==> src/rtl/serial_difference_ctrl.sv <==
// serial_difference_ctrl: bit-serial x - y sequencer driving one full-difference cell LSB first
module serial_difference_ctrl #(
  parameter int WIDTH = 5
) (
  input  logic             clk,
  input  logic             reset,
  input  logic             start,
  input  logic [WIDTH-1:0] x,
  input  logic [WIDTH-1:0] y,
  output logic             busy,
  output logic             done,
  output logic [WIDTH-1:0] borrow,
  output logic [WIDTH:0]   diferenca
);
  localparam int CW = $clog2(WIDTH);
  localparam logic [1:0] S_IDLE = 2'd0;
  localparam logic [1:0] S_RUN  = 2'd1;
  localparam logic [1:0] S_DONE = 2'd2;
  logic [1:0]       r_state, w_next;
  logic [WIDTH-1:0] r_xs, r_ys, r_tb, w_tb, w_tdn;
  logic [WIDTH-2:0] r_td;
  logic [CW-1:0]    r_cnt;
  logic             r_bin, w_a, w_b, w_d, w_bout, w_acc, w_last;
  assign w_a    = r_xs[0];
  assign w_b    = r_ys[0];
  assign w_d    = w_a ^ w_b ^ r_bin;
  assign w_bout = (~w_a & w_b) | (~(w_a ^ w_b) & r_bin);
  assign w_acc  = (r_state == S_IDLE || r_state == S_DONE) && start;
  assign w_last = (r_state == S_RUN) && (r_cnt == CW'(WIDTH - 1));
  assign w_tdn  = {w_d, r_td};
  always_comb begin
    w_tb        = r_tb;
    w_tb[r_cnt] = w_bout;
  end
  always_ff @(posedge clk)
    if (reset) r_state <= S_IDLE;
    else       r_state <= w_next;
  always_comb
    w_next = w_acc ? S_RUN : (r_state == S_RUN) ? (w_last ? S_DONE : S_RUN) : S_IDLE;
  always_comb begin
    busy = (r_state == S_RUN);
    done = (r_state == S_DONE);
  end
  // Results move only on the completion edge, so an aborted run leaves them cleared by reset.
  always_ff @(posedge clk) begin
    if (reset) begin
      r_xs      <= '0;
      r_ys      <= '0;
      r_td      <= '0;
      r_tb      <= '0;
      r_cnt     <= '0;
      r_bin     <= 1'b0;
      borrow    <= '0;
      diferenca <= '0;
    end else if (w_acc) begin
      r_xs  <= x;
      r_ys  <= y;
      r_td  <= '0;
      r_tb  <= '0;
      r_cnt <= '0;
      r_bin <= 1'b0;
    end else if (r_state == S_RUN) begin
      r_td  <= w_tdn[WIDTH-1:1];
      r_tb  <= w_tb;
      r_bin <= w_bout;
      r_xs  <= r_xs >> 1;
      r_ys  <= r_ys >> 1;
      r_cnt <= r_cnt + 1'b1;
      if (w_last) begin
        diferenca <= {w_bout, w_tdn};
        borrow    <= w_tb;
      end
    end
  end
endmodule

==> config.mk <==
export PLATFORM = sky130hd
export DESIGN_NAME = serial_difference_ctrl
export DESIGN_NICKNAME = d
export VERILOG_FILES = /design/src/rtl/serial_difference_ctrl.sv
export SDC_FILE = /design/constraint.sdc
export NUM_CORES = 1
export LEC_CHECK = 0
export CAP_MARGIN = 10
export CELL_PAD_IN_SITES_DETAIL_PLACEMENT = 1
export CELL_PAD_IN_SITES_GLOBAL_PLACEMENT = 2
export CORE_UTILIZATION = 42
export CTS_BUF_LIST = sky130_fd_sc_hd__clkbuf_2
export CTS_CLUSTER_SIZE = 40
export DETAILED_ROUTE_END_ITERATION = 12
export DONT_BUFFER_PORTS = 1
export PLACE_DENSITY = 0.82
export RECOVER_POWER = 25
export SLEW_MARGIN = 10
export SYNTH_ARGS = -nofsm -noshare
export SYNTH_HDL_FRONTEND = slang
export SYNTH_SLANG_ARGS = --single-unit
==> constraint.sdc <==
create_clock -name clk -period 2.4 [get_ports clk]
set_input_delay 0.72 -clock clk [delete_from_list [all_inputs] [get_ports clk]]
set_output_delay 0.72 -clock clk [all_outputs]
set_load 0.01 [all_outputs]
### Yosys cells after proc, flatten, opt, wreduce, memory -nomap -nowiden

Cells that the tools add are included.

* add/subtract/negate cells: 1
* magnitude comparators: 2
* equality and inequality tests: 3
* multiplexer cells: 10
* bitwise logic cells: 9
* reduce and logical (&&, ||, !) cells: 9

Operator list (number)
* $mux 5: 4
* $bwmux 5: 1
* $lt 3x4->1 const B: 1
* $not 1->1: 4
* $add 3x1->3 const B: 1
* $demux 1 s3: 1
* $eq 3x3->1 const B: 1
* $ge 3x1->1 const B: 1
* $logic_and 1x1->1: 3
* $mux 1: 3
* $reduce_and 3->1: 1
* $reduce_or 3->1: 1
* $and 1x1->1: 2
* $eq 2x1->1 const B: 1
* $eq 2x2->1 const B: 1
* $logic_not 2->1: 1
* $mux 2: 1
* $reduce_bool 2->1: 1
* $reduce_or 2->1: 1
* $xor 1x1->1: 2
* $logic_or 1x1->1: 1
* $or 1x1->1: 1

* flip-flop bits (word level): 36
* output and inout port bits: 13
* word-level logic and storage cells: 44

### Logic depth before layout (Yosys ltp)

Gate-level depths: netlist (run 1).

* depth in word-level cells: 5
* mapped depth: 6
* depth with buffers taken out: 5

### Worst setup path before layout (run 1)

Ideal clock, no wire load.

* path kind: register -> output
* start: register r_state[1]
* end: output port busy
* arrival time: 0.800 ns
* data required time: 1.680 ns
* slack: 0.880 ns
* cell stages (with the launch flop): 5
* path through: dfxtp_1 -> nand2b_1 -> buf_6 -> clkinv_4 -> buf_6

* longest elaborated chain between the ends: 1

RTL lines
* start, declared: line 19 `logic [1:0] r_state, w_next;`
* start signal, assigned: line 37 `else r_state <= w_next;`
* $eq 2x1->1: line 41 `busy = (r_state == S_RUN);`
* end, declared: line 10 `output logic busy,`

No other way between the ends.

### Worst setup path after layout (run 1)

Same ends and word-level chain as after synthesis.

==> results of run 1 <==
## final cells by class
| class | instances | area share [%] |
|---|---|---|
| clock buffer | 5 | 1.63 |
| clock inverter | 3 | 2.44 |
| inverter | 5 | 1.55 |
| multi-input combinational | 116 | 43.4 |
| sequential | 36 | 46.9 |
| tap | 46 | 3.75 |
| timing repair buffer | 1 | 0.244 |
## sequential cells by signal, summed over array words and instances, names as in the netlist
register and flops:
borrow 5, diferenca 6, r_bin 1, r_cnt 3, r_state 2, r_tb 5
r_td 4, r_xs 5, r_ys 5
## power by group
part	switching, mW	leakage (nW)	total [mW]	internal [mW]
clock network	0.197	0.0380	0.367	0.170
registers	0.0167	0.293	0.637	0.620
logic	0.0640	0.184	0.0998	0.0358
total	0.278	0.514	1.10	0.826
## critical path, cell delays in order, from the launching register on
cell and delay [ns]:
dfxtp_1 0.49, nand2b_1 0.22, clkinv_4 0.19
## through the flow
step / area (µm²) / util, % / total power [mW] / setup WS (ns)
floorplan: 1490 / - / 0.741 / 0.880
global placement: 1480 / 43.9 / 0.746 / 0.604
detailed placement: 1480 / 43.9 / 0.752 / 0.530
CTS: 1540 / 45.8 / 1.13 / 0.326
global route: 1540 / 45.6 / 1.16 / 0.255
finish: 1540 / 45.6 / 1.10 / 0.407
## synthesized netlist by cell type
cell and number:
a211oi_1 2, a21oi_1 22, a311oi_1 5, a311oi_2 1, and2b_1 2, and3_1 1
and4b_1 1, and4bb_2 1, buf_2 5, buf_4 1, buf_6 2, buf_8 1
clkbuf_1 2, clkinv_4 1, dfxtp_1 36, fa_1 1, ha_1 2, inv_1 4
mux2i_1 2, nand2_1 36, nand2b_1 3, nand3_1 1, nand3b_1 1, nand4b_1 1
nand4bb_1 1, nor2_1 8, nor2b_1 1, nor3_1 13, nor3b_1 1, nor3b_2 2
o211ai_1 1, o22ai_1 6, xor2_1 1
## worst max-delay path by stage
stage,cells past startpoint,start,to
2_1_floorplan,4,r_state[1],busy
3_3_place_gp,3,start,r_tb[0]
3_5_place_dp,3,start,r_tb[2]
4_1_cts,2,r_state[1],busy
5_1_grt,2,r_state[1],busy
6_report,2,r_state[1],busy
## kinds of logic (layout without fill, tap and decap cells)
kind of cell               Yosys count  count (layout)  synth area share [%]
and+or+nand+nor                     73              73                  24.5
AOI/OAI and AO/OA                   37              37                  15.4
DFF                                 36              36                  48.4
buffers and inverters               16              14                  6.81
adders and majority gates            3               3                  3.02
muxes                                2               2                  1.34
xor gates and xnor gates             1               1                 0.588
## layout by cell type, fill, tap and decap left out
cell,count
nand3_1,1
clkbuf_2,5
a211oi_1,2
clkinv_4,1
o211ai_1,1
nor3b_2,2
nor2b_1,1
nand2_1,36
a311oi_1,5
o22ai_1,6
inv_1,4
a311oi_2,1
fa_1,1
mux2i_1,2
clkinv_1,2
nor2_1,8
and4bb_2,1
nand4b_1,1
nand4bb_1,1
nor3b_1,1
and3_1,1
clkbuf_1,1
and4b_1,1
and2b_1,2
nand2b_1,3
nor3_1,13
ha_1,2
bufinv_16,1
nand3b_1,1
dfxtp_1,36
a21oi_1,22
xor2_1,1
## layer usage
metal | vias up | share of wire (%) | global-route usage (%)
li1 | 578 | - | -
met1 | 567 | 45 | 24.5
met2 | 16 | 49 | 34.3
met3 | 7 | 4.5 | 7.56
met4 | 0 | 1.6 | 6.98
met5 | - | 0 | 0
==> out/results.tsv, run 1 <==
stage	metric	value	unit
final_layout	# fillers	412	
cts	Reg clk slew, reported paths	0.18	ns
sta	Final Hold Vio Count	0	
final_layout	fraction of layout cells with a size suffix above 1	6.63	%
cts	Clock Path Buffers	2	
worst_setup_path	Arrival @ worst endpoint	1.27	ns
final_layout	Area growth, synth to finish	3.11	%
final_layout	Net count, final	181	
worst_setup_path	Reg-to-Reg End	r_ys[3]	
yosys	post-synth cell types	33	
placed_design	IO buf count	0	
cts	postcts setup bufs	0	
power_and_ir_drop	Pwr Density	719	mW/mm²
drt	per-cell routed wire length	15.8	µm
cts	htree depth	2	
yosys	Avg Cell Area, Syn	8.86	µm²
min_path	Hold EP	r_ys[0]	
min_path	HP Start	reset	
worst_setup_path	r2r setup slk	0.63	ns
global_route	global-route wire length before repair	5480	µm
cts	CTS resizes	0	
cts	CTS sink cnt	36	
worst_setup_path	Worst EP required	1.68	ns
worst_setup_path	CP Max Fanout	21	
worst_setup_path	Setup crit start kind	flop	
drt	TritonRoute pass-1 iters	4	
sta	Final min period	1.99	ns
sta	RSZ-0062 raised after global routing	false	
floorplan	Chip Width	61.5	µm
floorplan	Die ar.	0.00379	mm²
placed_design	Placer Congestion	0.800	
cts	Worst-Skew Late Latency	0.38	ns
cts	Hold-fix buffers, CTS	0	
min_path	Hold/Removal Path Class	input pin to flop	
drt	via count	1168	
yosys	Synth area leader	dfxtp_1	
sta	relative slew slack	53.7	%
final_layout	multi-input logic area	667	µm²
floorplan	row count	21	
drt	wirelength, routed	3350	µm
worst_setup_path	Crit Reg-Reg Startpoint	r_state[1]	
global_route	gr usage total	20.6	%
final_layout	fin cells	212	
drt	Antenna Violating Nets Remaining	0	
sta	hold slack	0.382	ns
sta	fmax	502	MHz
drt	# DRC	0	
sta	Slew Viols, Final	0	
placed_design	cell count after placement	204	
placed_design	Final HPWL DP	2250	µm
drt	initial DRC count	22	
yosys	Synth top area share	48.4	%
global_route	largest net degree at the start of global routing	25	
yosys	synthesis warning total	0	
sta	slew of the pin with the lowest slew margin	0.694	ns
worst_setup_path	R2R cell count	4	
status	status	complete, no violations	
cts	TritonCTS clock tree	built	
yosys	#FFs+latches synth	36	
worst_setup_path	WS Path Type	flop to output port	
min_path	worst hold stages	1	
sta	Fin Setup TNS	0	ns
floorplan	Die Y-Extent	61.5	µm
sta	Finish-stage setup viols	0	
global_route	grt total ovfl	0	
cts	CTS buffer count	5	
global_route	initial antenna violation count	0	
yosys	synthesized instance count	168	
floorplan	Core ar.	0.00336	mm²
power_and_ir_drop	Leak	0.514	nW
yosys	Mapped Area	0.00149	mm²
floorplan	Starting Density	44.3	%
final_layout	register area	721	µm²
run	# Max-Cap Violations	0	
cts	CTS root buf	clkbuf_2	
sta	Clock Skew	0.0176	ns
yosys	sequential fraction of the synthesis area	48.4	%
drt	vias per cell	5.51	
power_and_ir_drop	VDD IR max	365	µV
yosys	main area contributors after synthesis	dfxtp_1, nand2_1, a21oi_1	
global_route	number of global-route vias before repair	1131	
floorplan	Ports	26	
worst_setup_path	Critical Path Sink Type	output port	
yosys	syn_nets	184	
final_layout	n_diodes	0	
sta	final worst-path cycle share	83.1	%
No activity file was read; power rests on OpenSTA's default activity.
==> run 2: changes to the inputs <==
Settings changed: CORE_UTILIZATION 42 to 35, PLACE_DENSITY 0.82 to 0.72.
Clock period 2.4 ns to 1.6 ns, I/O delays scaled along.
==> run 2 against run 1 <==
Against the previous run: critical path depth fell by 1; sequential share of layout area fell by 0.90 points; non-clock buffer count rose by 5; count of clock-buffer cells in the layout rose by 2; sequential cell count did not move; global-route usage fell by 2.8 points; cell area rose by 3.0%; routed wire length rose by 6.0%.
==> out/results.tsv, run 2 (synthesis gave the netlist of run 1 again) <==
stage	metric	value	unit	change
floorplan	Ports	26		unchanged
power_and_ir_drop	VDD IR max	574	µV	was 365 µV
worst_setup_path	Reg-to-Reg End	diferenca[5]		was r_ys[3]
worst_setup_path	CP Max Fanout	9		was 21
worst_setup_path	WS Path Type	flop to output port		unchanged
final_layout	commonest cells after routing, fill and taps aside	nand2_1, dfxtp_1, a21oi_1		unchanged
drt	TritonRoute pass-1 iters	4		unchanged
placed_design	IO buf count	0		unchanged
final_layout	n_diodes	0		unchanged
final_layout	# fillers	492		was 412
worst_setup_path	crit path to	done		was busy
worst_setup_path	Worst EP required	1.12	ns	was 1.68 ns
sta	hold slack	0.145	ns	was 0.382 ns
min_path	HP Start	reset		unchanged
sta	Clock Skew	0.0142	ns	was 0.0176 ns
final_layout	fraction of layout cells with a size suffix above 1	13.9	%	was 6.63%
drt	wirelength, routed	3550	µm	was 3350 µm
placed_design	Placer Congestion	0.855		was 0.800
global_route	number of global-route vias before repair	1232		was 1,131
worst_setup_path	r2r setup slk	0.15	ns	was 0.63 ns
global_route	gr usage total	17.8	%	was 20.6%
worst_setup_path	critical path depth	1		was 2
floorplan	Chip Width	67.2	µm	was 61.5 µm
sta	Fin Setup TNS	0	ns	unchanged
sta	Finish-stage setup viols	0		unchanged
floorplan	Die Y-Extent	67.2	µm	was 61.5 µm
floorplan	Starting Density	37.0	%	was 44.3%
drt	vias per cell	5.32		was 5.51
cts	CTS root buf	clkbuf_2		unchanged
drt	via count	1187		was 1,168
worst_setup_path	Worst Setup SP	r_state[0]		was r_state[1]
worst_setup_path	Worst path max stage delay	0.41	ns	was 0.49 ns
final_layout	Biggest register	diferenca		unchanged
power_and_ir_drop	Leak	0.547	nW	was 0.514 nW
sta	Final Hold Vio Count	0		unchanged
worst_setup_path	CP top delay family	flip-flops		unchanged
min_path	Hold/Removal Path Class	input pin to flop		unchanged
sta	fmax	657	MHz	
global_route	grt total ovfl	0		unchanged
final_layout	Area growth, synth to finish	6.22	%	was 3.11%
sta	relative slew slack	63.6	%	was 53.7%
cts	htree depth	2		unchanged
final_layout	most common cell after layout, fill and taps aside	nand2_1		
floorplan	Die ar.	0.00452	mm²	was 0.00379 mm²
worst_setup_path	Crit path buffers/inverters	0		was 1
cts	Reg clk slew, reported paths	0.18	ns	about the same
sta	final worst-path cycle share	95.1	%	
drt	per-cell routed wire length	15.9	µm	was 15.8 µm
drt	# DRC	0		unchanged
run	# Max-Cap Violations	0		unchanged
sta	Slew Viols, Final	0		unchanged
cts	CTS buffer count	5		unchanged
placed_design	Final HPWL DP	2390	µm	was 2250 µm
sta	slew of the pin with the lowest slew margin	0.545	ns	was 0.694 ns
global_route	global-route wire length before repair	5890	µm	was 5480 µm
sta	RSZ-0062 raised after global routing	false		unchanged
cts	Clock Path Buffers	2		unchanged
power_and_ir_drop	Pwr Density	968	mW/mm²	was 719 mW/mm²
sta	Final min period	1.52	ns	
drt	initial DRC count	28		was 22
final_layout	Net count, final	188		was 181
cts	CTS sink cnt	36		unchanged
worst_setup_path	Slowest cell on crit path	dfxtp_4		was dfxtp_1
worst_setup_path	R2R cell count	4		unchanged
worst_setup_path	Crit Reg-Reg Startpoint	r_cnt[1]		was r_state[1]
worst_setup_path	crit path cell chain	and2b_1		was nand2b_1 -> clkinv_4
status	status	complete, no violations		unchanged
global_route	largest net degree at the start of global routing	25		unchanged
worst_setup_path	Setup crit start kind	flop		unchanged
worst_setup_path	Arrival @ worst endpoint	1.04	ns	was 1.27 ns
cts	TritonCTS clock tree	built		unchanged
final_layout	max reg flops	6		unchanged
power_and_ir_drop	total power	1.53	mW	was 1.10 mW
cts	Hold-fix buffers, CTS	0		unchanged
floorplan	Core ar.	0.00403	mm²	was 0.00336 mm²
drt	Antenna Violating Nets Remaining	0		unchanged
cts	Worst-Skew Late Latency	0.38	ns	about the same
worst_setup_path	Critical Path Sink Type	output port		unchanged
floorplan	row count	23		was 21
global_route	initial antenna violation count	0		unchanged
## run 2: cell count changes in the layout (fill, tap and decap cells not counted), sizes merged
cell / delta
clkbuf: +2
bufinv: -1
buf: +5
clkinv: +1
## run 2: per-layer routing
metal	vias to the layer above	global-route usage, %	part of all wire (%)
li1	592	-	-
met1	561	21.1	46
met2	27	29.9	48
met3	7	4.56	4.6
met4	0	7.98	1.5
met5	-	0	0
## run 2: report_power, final
| group | total (mW) | internal (mW) | switching, mW | leakage [nW] |
|---|---|---|---|---|
| clock network | 0.410 | 0.117 | 0.293 | 0.0306 |
| logic | 0.170 | 0.0644 | 0.105 | 0.222 |
| registers | 0.951 | 0.928 | 0.0226 | 0.294 |
| total | 1.53 | 1.11 | 0.421 | 0.547 |
## run 2: how the worst min path moves through the flow
stage | depth (start not counted) | end | slack, ns
2_1_floorplan | 2 | borrow[0] | 0.43
5_1_grt | 1 | diferenca[2] | 0.09
3_3_place_gp | 2 | diferenca[0] | 0.44
3_5_place_dp | 2 | diferenca[0] | 0.44
6_report | 1 | diferenca[0] | 0.14
4_1_cts | 1 | diferenca[0] | 0.12
## run 2: through the flow
stage,std cells,util (%),worst slack [ns],cell area [µm²]
3_3_place_gp,210,37.1,0.154,1500
6_report,223,39.3,0.0778,1580
3_5_place_dp,210,37.1,0.0800,1500
2_1_floorplan,168,-,0.187,1490
5_1_grt,223,39.3,0.00575,1580
4_1_cts,220,38.7,0.0202,1560
## run 2: what timing repair did
| action | in CTS | in global routing |
|---|---|---|
| cloned | 2 | 0 |
| setup buffers | 0 | 3 |
| gates resized for setup | 5 | 2 |
| pin swaps | 0 | 0 |
| setup endpoints to repair | 2 | 9 |
## run 2: layout make-up
| type | count | area, µm² | share of cell area [%] |
|---|---|---|---|
| sequential | 36 | 728 | 46.0 |
| multi-input combinational | 116 | 676 | 42.7 |
| tap | 50 | 62.6 | 3.96 |
| timing repair buffer | 6 | 42.5 | 2.69 |
| clock buffer | 7 | 35.0 | 2.22 |
| inverter | 5 | 23.8 | 1.50 |
| timing repair inverter | 2 | 10.0 | 0.633 |
| clock inverter | 1 | 3.75 | 0.237 |
## run 2: worst register-to-register path: cells and delay by family, from the launching register on
family,cells,cell delay [ns]
buffers and inverters,1,0.08
AOI/OAI and AO/OA,1,0.25
and+or+nand+nor,1,0.34
DFF,1,0.50
adders and majority gates,1,0.22
